===== src/rtl/riscv_mc_ctrl.sv =====
// ---------------------------------------------------------------------------
// riscv_mc_ctrl - multi-cycle control sequencer for an RV32I core.
//
// Each instruction moves through FETCH -> DECODE -> EXECUTE -> (MEM) -> (WB).
// The block drives the PC, instruction-register, register-file and shared
// memory-port strobes. Memory accesses use a memReq/memReady handshake that is
// guarded by a wait-state timeout. The block also counts retired instructions.
//
// Ports:
//   clk, reset          clock, synchronous active-high reset
//   opcode, funct3      fields of the instruction held in the IR
//   zero, lt, ltu       ALU compare flags used to resolve branches
//   memReady            memory completes the current access this cycle
//   memReq, memWe       memory request and its write qualifier
//   irWrite, regWrite   instruction-register load, register-file write
//   pcEn, pcSrc         PC update strobe and select (1 = PC+offset)
//   state, halted       debug view of the FSM, HALT indicator
//   illegal, busErr     sticky halt causes
//   retiredCount        retired-instruction counter (wraps)
//
// All outputs are decoded combinationally from the registered state and the
// current inputs, and are forced to zero while reset is high.
// ---------------------------------------------------------------------------
module riscv_mc_ctrl #(
    parameter int unsigned TIMEOUT = 255,
    parameter int unsigned CNT_W   = 32
) (
    input  logic             clk,
    input  logic             reset,
    input  logic [6:0]       opcode,
    input  logic [2:0]       funct3,
    input  logic             zero,
    input  logic             lt,
    input  logic             ltu,
    input  logic             memReady,
    output logic             memReq,
    output logic             memWe,
    output logic             irWrite,
    output logic             regWrite,
    output logic             pcEn,
    output logic             pcSrc,
    output logic [2:0]       state,
    output logic             halted,
    output logic             illegal,
    output logic             busErr,
    output logic [CNT_W-1:0] retiredCount
);

    // A zero TIMEOUT still needs a legal one-bit counter.
    localparam int unsigned WAIT_W = (TIMEOUT > 32'd0) ? $clog2(TIMEOUT + 32'd1) : 1;
    localparam logic [WAIT_W-1:0] TIMEOUT_CNT = WAIT_W'(TIMEOUT);

    localparam logic [2:0] S_FETCH   = 3'd0;
    localparam logic [2:0] S_DECODE  = 3'd1;
    localparam logic [2:0] S_EXECUTE = 3'd2;
    localparam logic [2:0] S_MEM     = 3'd3;
    localparam logic [2:0] S_WB      = 3'd4;
    localparam logic [2:0] S_HALT    = 3'd5;

    localparam logic [6:0] OPC_LOAD   = 7'b0000011;
    localparam logic [6:0] OPC_STORE  = 7'b0100011;
    localparam logic [6:0] OPC_OPIMM  = 7'b0010011;
    localparam logic [6:0] OPC_OP     = 7'b0110011;
    localparam logic [6:0] OPC_BRANCH = 7'b1100011;
    localparam logic [6:0] OPC_JAL    = 7'b1101111;
    localparam logic [6:0] OPC_JALR   = 7'b1100111;
    localparam logic [6:0] OPC_LUI    = 7'b0110111;
    localparam logic [6:0] OPC_AUIPC  = 7'b0010111;
    localparam logic [6:0] OPC_SYSTEM = 7'b1110011;

    // Branch condition resolution from funct3 and the ALU compare flags.
    function automatic logic branch_taken(
        input logic [2:0] f3,
        input logic       z,
        input logic       slt,
        input logic       sltu
    );
        logic t;
        case (f3)
            3'b000:  t = z;
            3'b001:  t = ~z;
            3'b100:  t = slt;
            3'b101:  t = ~slt;
            3'b110:  t = sltu;
            3'b111:  t = ~sltu;
            default: t = 1'b0;
        endcase
        return t;
    endfunction

    logic [2:0]        state_q,    state_d;
    logic [WAIT_W-1:0] wait_cnt_q, wait_cnt_d;
    logic [CNT_W-1:0]  retired_q,  retired_d;
    logic              illegal_q,  illegal_d;
    logic              bus_err_q,  bus_err_d;

    logic              timeout_s;
    logic [WAIT_W-1:0] wait_inc_s;
    logic              is_store_s;

    // With TIMEOUT=0 the compare value is 0 and the counter never leaves 0,
    // so the timeout never fires; the counter saturates at the limit.
    assign timeout_s  = (TIMEOUT != 32'd0) && (wait_cnt_q == TIMEOUT_CNT);
    assign wait_inc_s = (wait_cnt_q == TIMEOUT_CNT) ? wait_cnt_q
                                                    : wait_cnt_q + {{(WAIT_W-1){1'b0}}, 1'b1};
    assign is_store_s = (opcode == OPC_STORE);

    // State register and all sequential bookkeeping.
    always_ff @(posedge clk) begin
        if (reset) begin
            state_q    <= S_FETCH;
            wait_cnt_q <= '0;
            retired_q  <= '0;
            illegal_q  <= 1'b0;
            bus_err_q  <= 1'b0;
        end else begin
            state_q    <= state_d;
            wait_cnt_q <= wait_cnt_d;
            retired_q  <= retired_d;
            illegal_q  <= illegal_d;
            bus_err_q  <= bus_err_d;
        end
    end

    // Next-state logic, wait counter, sticky error flags and retire counter.
    always_comb begin
        state_d    = state_q;
        wait_cnt_d = '0;              // cleared on any progress or state change
        illegal_d  = illegal_q;
        bus_err_d  = bus_err_q;
        retired_d  = retired_q + {{(CNT_W-1){1'b0}}, pcEn};

        case (state_q)
            S_FETCH: begin
                // memReady takes priority over an expiring timeout
                if (memReady) begin
                    state_d = S_DECODE;
                end else if (timeout_s) begin
                    state_d   = S_HALT;
                    bus_err_d = 1'b1;
                end else begin
                    wait_cnt_d = wait_inc_s;
                end
            end
            S_DECODE: begin
                case (opcode)
                    OPC_LOAD, OPC_STORE, OPC_OPIMM, OPC_OP,
                    OPC_JAL, OPC_JALR, OPC_LUI, OPC_AUIPC: begin
                        state_d = S_EXECUTE;
                    end
                    OPC_BRANCH: begin
                        if ((funct3 == 3'b010) || (funct3 == 3'b011)) begin
                            state_d   = S_HALT;
                            illegal_d = 1'b1;
                        end else begin
                            state_d = S_EXECUTE;
                        end
                    end
                    OPC_SYSTEM: begin
                        state_d = S_HALT;
                    end
                    default: begin
                        state_d   = S_HALT;
                        illegal_d = 1'b1;
                    end
                endcase
            end
            S_EXECUTE: begin
                case (opcode)
                    OPC_BRANCH:          state_d = S_FETCH;
                    OPC_LOAD, OPC_STORE: state_d = S_MEM;
                    default:             state_d = S_WB;
                endcase
            end
            S_MEM: begin
                if (memReady) begin
                    if (is_store_s) begin
                        state_d = S_FETCH;
                    end else begin
                        state_d = S_WB;
                    end
                end else if (timeout_s) begin
                    state_d   = S_HALT;
                    bus_err_d = 1'b1;
                end else begin
                    wait_cnt_d = wait_inc_s;
                end
            end
            S_WB: begin
                state_d = S_FETCH;
            end
            S_HALT: begin
                state_d = S_HALT;
            end
            default: begin
                // unreachable encodings park safely
                state_d = S_HALT;
            end
        endcase
    end

    // Output decode from registered state plus same-cycle inputs.
    always_comb begin
        memReq       = 1'b0;
        memWe        = 1'b0;
        irWrite      = 1'b0;
        regWrite     = 1'b0;
        pcEn         = 1'b0;
        pcSrc        = 1'b0;
        halted       = 1'b0;
        state        = 3'd0;
        illegal      = 1'b0;
        busErr       = 1'b0;
        retiredCount = '0;

        if (reset) begin
            memReq = 1'b0;
        end else begin
            state        = state_q;
            illegal      = illegal_q;
            busErr       = bus_err_q;
            retiredCount = retired_q;
            case (state_q)
                S_FETCH: begin
                    memReq  = 1'b1;
                    irWrite = memReady;
                end
                S_DECODE: begin
                    memReq = 1'b0;
                end
                S_EXECUTE: begin
                    if (opcode == OPC_BRANCH) begin
                        pcEn  = 1'b1;
                        pcSrc = branch_taken(funct3, zero, lt, ltu);
                    end else begin
                        pcEn = 1'b0;
                    end
                end
                S_MEM: begin
                    memReq = 1'b1;
                    memWe  = is_store_s;
                    pcEn   = memReady & is_store_s;
                end
                S_WB: begin
                    regWrite = 1'b1;
                    pcEn     = 1'b1;
                    pcSrc    = (opcode == OPC_JAL) || (opcode == OPC_JALR);
                end
                S_HALT: begin
                    halted = 1'b1;
                end
                default: begin
                    halted = 1'b0;
                end
            endcase
        end
    end

endmodule


===== config.mk =====
export PLATFORM = sky130hd
export DESIGN_NAME = riscv_mc_ctrl
export DESIGN_NICKNAME = d
export VERILOG_FILES = /design/src/rtl/riscv_mc_ctrl.sv
export SDC_FILE = /design/constraint.sdc
export NUM_CORES = 1
export LEC_CHECK = 0
export ABC_AREA = 1
export BUFFER_PORTS_ARGS = -buffer_cell sky130_fd_sc_hd__buf_2
export CORE_MARGIN = 5
export CORE_UTILIZATION = 40
export CTS_BUF_LIST = sky130_fd_sc_hd__clkbuf_8 sky130_fd_sc_hd__clkbuf_16
export DETAILED_ROUTE_END_ITERATION = 12
export GPL_TIMING_DRIVEN = 0
export MAX_ROUTING_LAYER = met4
export PLACE_DENSITY = 0.69
export SKIP_CTS_REPAIR_TIMING = 1
export SLEW_MARGIN = 20
export SYNTH_ARGS = -nofsm -noshare
export SYNTH_HDL_FRONTEND = slang
export SYNTH_SLANG_ARGS = --single-unit
export TNS_END_PERCENT = 1

===== constraint.sdc =====
create_clock -name clk -period 2.5 [get_ports clk]
set_input_delay 0.5 -clock clk [delete_from_list [all_inputs] [get_ports clk]]
set_output_delay 0.5 -clock clk [all_outputs]
set_load 0.01 [all_outputs]

# [Word level (Yosys, flattened, before mapping)]
# Cells that the tools add are included.
# Widths: inputs -> output; s select.
[op_classes] add_sub_neg=2 n_eq_ne=24 mux=31 bitwise_logic=7 reduce_logical=11
[ops] cell="$add 32x1->32" n=1
[ops] cell="$mux 32" n=1
[ops] cell="$eq 7x7->1 const B" n=4
[ops] cell="$eq 7x6->1 const B" n=3
[ops] cell="$eq 3x3->1 const B" n=6
[ops] cell="$mux 3" n=6
[ops] cell="$mux 1" n=17
[ops] cell="$pmux 3 s5" n=1
[ops] cell="$eq 7x5->1 const B" n=2
[ops] cell="$eq 3x2->1 const B" n=4
[ops] cell="$pmux 3 s2" n=2
[ops] cell="$reduce_or 9->1" n=1
[ops] cell="$add 8x1->8 const B" n=1
[ops] cell="$eq 8x8->1 const B" n=1
[ops] cell="$reduce_or 8->1" n=1
[ops] cell="$eq 7x2->1 const B" n=1
[ops] cell="$eq 3x1->1 const B" n=2
[ops] cell="$logic_not 3->1" n=2
[ops] cell="$not 1->1" n=6
[ops] cell="$pmux 1 s6" n=1
[ops] cell="$reduce_and 3->1" n=2
[ops] cell="$pmux 1 s2" n=2
[ops] cell="$reduce_or 2->1" n=2
[ops] cell="$reduce_or 4->1" n=1
[ops] cell="4 further kinds" n=5
[totals] regBits=45 in_bits=16 output_inout_bits=44

# [Logic depth before layout (Yosys ltp)]
[depth] word_depth=5 depth_mapped=19 mapped_depth_nobuf=19

# [Least setup slack after synthesis]
# OpenSTA, ideal clock, no wires.
[synth_path] kind="input -> register" start="input port opcode[1]" end="register retired_q[16]" arrival_ns=2.329 slack_ns=0.043 cell_stages=14 path_buffers=0 path_cell_list="nand2_1 -> nor2_1 -> nand3_1 -> o31ai_1 -> nand2_1 -> inv_1 -> ha_1 -> ha_1 -> nand2_1 -> nor2_2 -> nand2_1 -> nor2_1 -> xor2_1 -> nor2_1"
[synth_via] elab_chain_cells=5 elab_cells_between_ends=7
[synth_rtl] item="from (decl)" line="30" rtl="input logic [6:0] opcode,"
[synth_rtl] item="$eq 7x6->1 / $eq 7x7->1 (equally long branches)" line="106, 232"
[synth_rtl] item="$and 1x1->1 / $mux 1 (equally long branches)" line="242, 232"
[synth_rtl] item="$pmux 1 s3 (*)" line="223" rtl="case (state_q)"
[synth_rtl] item="$mux 1 (*)" line="216" rtl="if (reset) begin"
[synth_rtl] item="via pcEn" line="40" rtl="output logic pcEn,"
[synth_rtl] item="$add 32x1->32 (*)" line="131" rtl="retired_d = retired_q + {{(CNT_W-1){1'b0}}, pcEn};"
[synth_rtl] item="to (signal assigned)" line="119" rtl="retired_q <= retired_d;"
[synth_rtl] item="to (decl)" line="93" rtl="logic [CNT_W-1:0] retired_q, retired_d;"
# Mark *: on every way through the listed nets, which the timed path passes. The rest lies on a longest branch.
# A chain may end at the register's enable or synchronous reset.

# [Worst setup path in the final report]
[layout_path] start="input port opcode[2]" end="register retired_q[30]"
[layout_via] elab_chain_cells=5 elab_cells_between_ends=7
[layout_rtl] item="$eq 7x6->1 / $eq 7x7->1 (equally long branches)" line="106, 232"
[layout_rtl] item="$and 1x1->1 / $mux 1 (equally long branches)" line="242, 232"
[layout_rtl] item="$pmux 1 s3 (*)" line="223"
[layout_rtl] item="$mux 1 (*)" line="216"
[layout_rtl] item="$add 32x1->32 (*)" line="131"
# Every way passes the cells marked *; elsewhere a longest branch is shown, timed or not.

==> results list <==
* DRC marker count from the first detailed-route iteration: 153
* Maximum vdd drop: 0.000360 V
- Final layout net count: 552
* Number of violations of the max-capacitance limit: 0
- sky130_fd_sc_hd__dfxtp_1 takes more of the synthesized area than any other cell.
- Ratio of cells with drive above 1 in the final layout: 21.5%
* Maximum single-stage delay on the critical path: 0.24 ns
- CTS buffer count: 5
- In this run the remaining antenna-violating nets after routing total 0.
- In this run the worst path has a maximum fanout of 6.
* Fraction of the yosys area taken by sequential cells: 32.5%
* Io pins: 60
- Across the routed clock network, the largest skew measured is 0.0126 ns.
- Clock latency on the worst-skew pair: 0.31 ns
- Num rows: 30
- The flow ran to the end, and the final reports show no timing, DRC or antenna violations.
- Most frequent cell after synthesis: sky130_fd_sc_hd__nor2_1
* Post-detailed-placement half-perimeter wirelength: 5.92 mm
- # fillers: 713
* Post-synthesis cell count: 465
- The mapped netlist covers 2780 um^2.
* Worst slew slack as a fraction of its limit: 65.6%
- Most used standard cells in the synthesized netlist: sky130_fd_sc_hd__nor2_1 (109), sky130_fd_sc_hd__nand2_1 (102), sky130_fd_sc_hd__inv_1 (70)
* CTS Sinks: 45
- With fillers left out, the area of the finished cells amounts to 3450 um^2.
* Avg Vias per Cell: 4.98
* HP Class: register to register
- Initial antenna violation count: 0
- STA puts the critical path data arrival time at 2.59 ns.
- Antenna Cells: 0
* Routability-driven placement congestion ratio: 0.906
- By instance count, the cell type seen most on the critical path is sky130_fd_sc_hd__nand2_1.
- The synthesized design devotes to its leading area cell type 32.5% of total area.
- At the pin with the least slew margin, the transition time is 0.516 ns.
- The worst setup path is captured at a register.
* Grt ovf: 0
* Setup crit start kind: primary input
* Post-route clock period utilization: 96.4%
- For the finished layout, the period the worst path requires is 2.41 ns.
- Post-synthesis area per instance: 5.97 um^2
- Number of vias after detailed routing: 3058
- Clock root buffer: sky130_fd_sc_hd__clkbuf_8
* Height of the die: 93.3 um
- After floorplanning, the core was sized to cover 6760 um^2.
- Family of cells with the greatest summed delay on the critical path: simple AND/OR/NAND/NOR gates
* Final-layout setup total negative slack: 0 ns
* Number of buffers between clock root and the deepest sink: 2
- Layout overhead on the synthesized area: 24.4%
- The final max-slew violation count was 0.
- Total Die Area: 8700 um^2
- The slowest stage of the critical path is the sky130_fd_sc_hd__o31ai_2 cell.
* Die Wd: 93.3 um
- For this run, design rule violations remaining after detail routing come to 0.
- PortBufs: 58
- Post-synthesis async set-or-reset flop share: 0%
- Buffers and inverters on the worst path: 3
- Ys flop type: sky130_fd_sc_hd__dfxtp_1
- DRT Wirelength: 7.72 mm
- Post-Place Worst Slack: -0.492 ns
- Count of TritonRoute iterations in the first routing pass: 5
* Number of setup violations in the final report: 0
* Placed instance area: 3170 um^2
* Synthesized netlist net count: 484
- Maximum achievable frequency: 415 MHz
- For the worst setup path, the data required time is 2.68 ns.
- Entering global routing, the biggest net connects 16 pins.
- The first global-routing pass estimated 12.0 mm of wire.
- Dividing total power by cell area gives a power density of 476 nW/um^2.
- The multi-input combinational cells in the finished layout cover a total of 1680 um^2.
- Routed wire per std cell: 12.6 um
- The critical path goes through buf_2 > inv_1 > nand2_1 > nor2_4 > nand3_2 > o31ai_2 > nand2_1 > inv_2 > ha_2 > ha_2 > nand2_2 > nor2_4 > nand3_2 > nor2_2 > nand2_1 > nand2_1 > a21oi_1.
* Sequential cell area in the final layout: 906 um^2
- Top area cells in the synthesized netlist: sky130_fd_sc_hd__dfxtp_1 (32%), sky130_fd_sc_hd__nor2_1 (15%), sky130_fd_sc_hd__nand2_1 (14%), sky130_fd_sc_hd__inv_1 (9.5%), sky130_fd_sc_hd__nand3_1 (6.1%)
- CTS built an H-tree with a depth of 2.
- TritonCTS built the clock tree.
- Synthesis warning total: 0
* Initial standard-cell utilization of the core: 41.1%
* Number of synthesized flops with an enable pin: 0
- Counting distinct cell types in the post-synthesis netlist gives 29.
* Overall Global Routing Usage: 17.6%
- Vias in the first global route: 2679
- The critical path is of the primary input to register type.
- Clock transition at the registers of the reported paths: 0.09 ns
* Flops & latches, synth: 45
- Final hold vios: 0
- Static Leak: 1.44 nW
- Setup slack on the critical path of the routed design comes to 0.0890 ns.
[logic make-up after synthesis]
family / after synthesis / synth area share [%]
AO/OA/AOI/OAI: 45 / 8.48
buffers and inverters: 81 / 11.0
flip-flops: 45 / 32.5
AND/OR/NAND/NOR: 284 / 44.5
adder cells (fa/ha/maj): 3 / 1.35
XOR/XNOR: 7 / 2.21
[cell usage in the layout, fill, tap and decap left out, types with 7 or more instances in the layout]
cell / synthesis / layout
sky130_fd_sc_hd__buf_2: 2 / 60
sky130_fd_sc_hd__nand4_1: 7 / 7
sky130_fd_sc_hd__inv_1: 70 / 67
sky130_fd_sc_hd__o21ai_0: 13 / 13
sky130_fd_sc_hd__nor3_1: 15 / 14
sky130_fd_sc_hd__dfxtp_1: 45 / 43
sky130_fd_sc_hd__nor2_2: 4 / 7
sky130_fd_sc_hd__a21oi_1: 28 / 28
sky130_fd_sc_hd__nor2_4: 2 / 8
sky130_fd_sc_hd__nand2_1: 102 / 99
sky130_fd_sc_hd__nor2_1: 109 / 100
sky130_fd_sc_hd__nand3_1: 34 / 30
[report_power, final]
part	internal [W]	switching [W]
clock	0.000403	0.000276
sequential	0.000733	0.0000202
combinational	0.0000716	0.000139
total	0.00121	0.000435
[per-layer routing]
layer,track usage [%],routed length (um)
met4,4.76,89
met2,30.6,3960
met1,21.3,3260
met3,2.74,407
met5,-,0
[path summary, 6_finish.rpt]
| path | end | depth (start not counted) | slack, ns | from |
|---|---|---|---|---|
| worst max-delay path | retired_q[30] | 17 | 0.09 | opcode[2] |
| worst min-delay path | wait_cnt_q[0] | 1 | 0.45 | wait_cnt_q[0] |
| worst max register to register | retired_q[30] | 17 | 0.11 | state_q[1] |
| worst min register to register | wait_cnt_q[0] | 1 | 0.45 | wait_cnt_q[0] |
[worst register-to-register path, delay by kind of cell (launching register included)]
family                   cells  cell delay, ns
AO/OA/AOI/OAI                2            0.12
adder cells (fa/ha/maj)      2            0.35
buffers and inverters        3            0.20
flip-flops                   1            0.38
AND/OR/NAND/NOR             10            1.20
[area by class of cell]
type                       count  share of cell area (%)
clock buffer                   5                    1.99
clock inverter                 3                    1.99
inverter                      73                    8.01
sequential                    45                    26.2
tap                           80                    2.90
timing repair buffer          61                    9.17
multi-input combinational    339                    48.7
buffer                         8                   0.979
[per-stage QoR]
step / power (W) / hold slack (ns) / cells / util (%)
2_1_floorplan: 0.000896 / 0.413 / 465 / -
6_report: 0.00164 / 0.447 / 614 / 51.1
4_1_cts: 0.00163 / 0.454 / 611 / 48.9
3_5_place_dp: 0.000959 / 0.440 / 603 / 46.9
3_3_place_gp: 0.000956 / 0.425 / 603 / 46.9
5_1_grt: 0.00171 / 0.487 / 614 / 51.1
[state kept, by name (all words and copies together), names as in the netlist]
name / flops
wait_cnt_q: 8
illegal_q: 1
retired_q: 32
bus_err_q: 1
state_q: 3
Note: power is estimated with default switching activity, not from simulation.
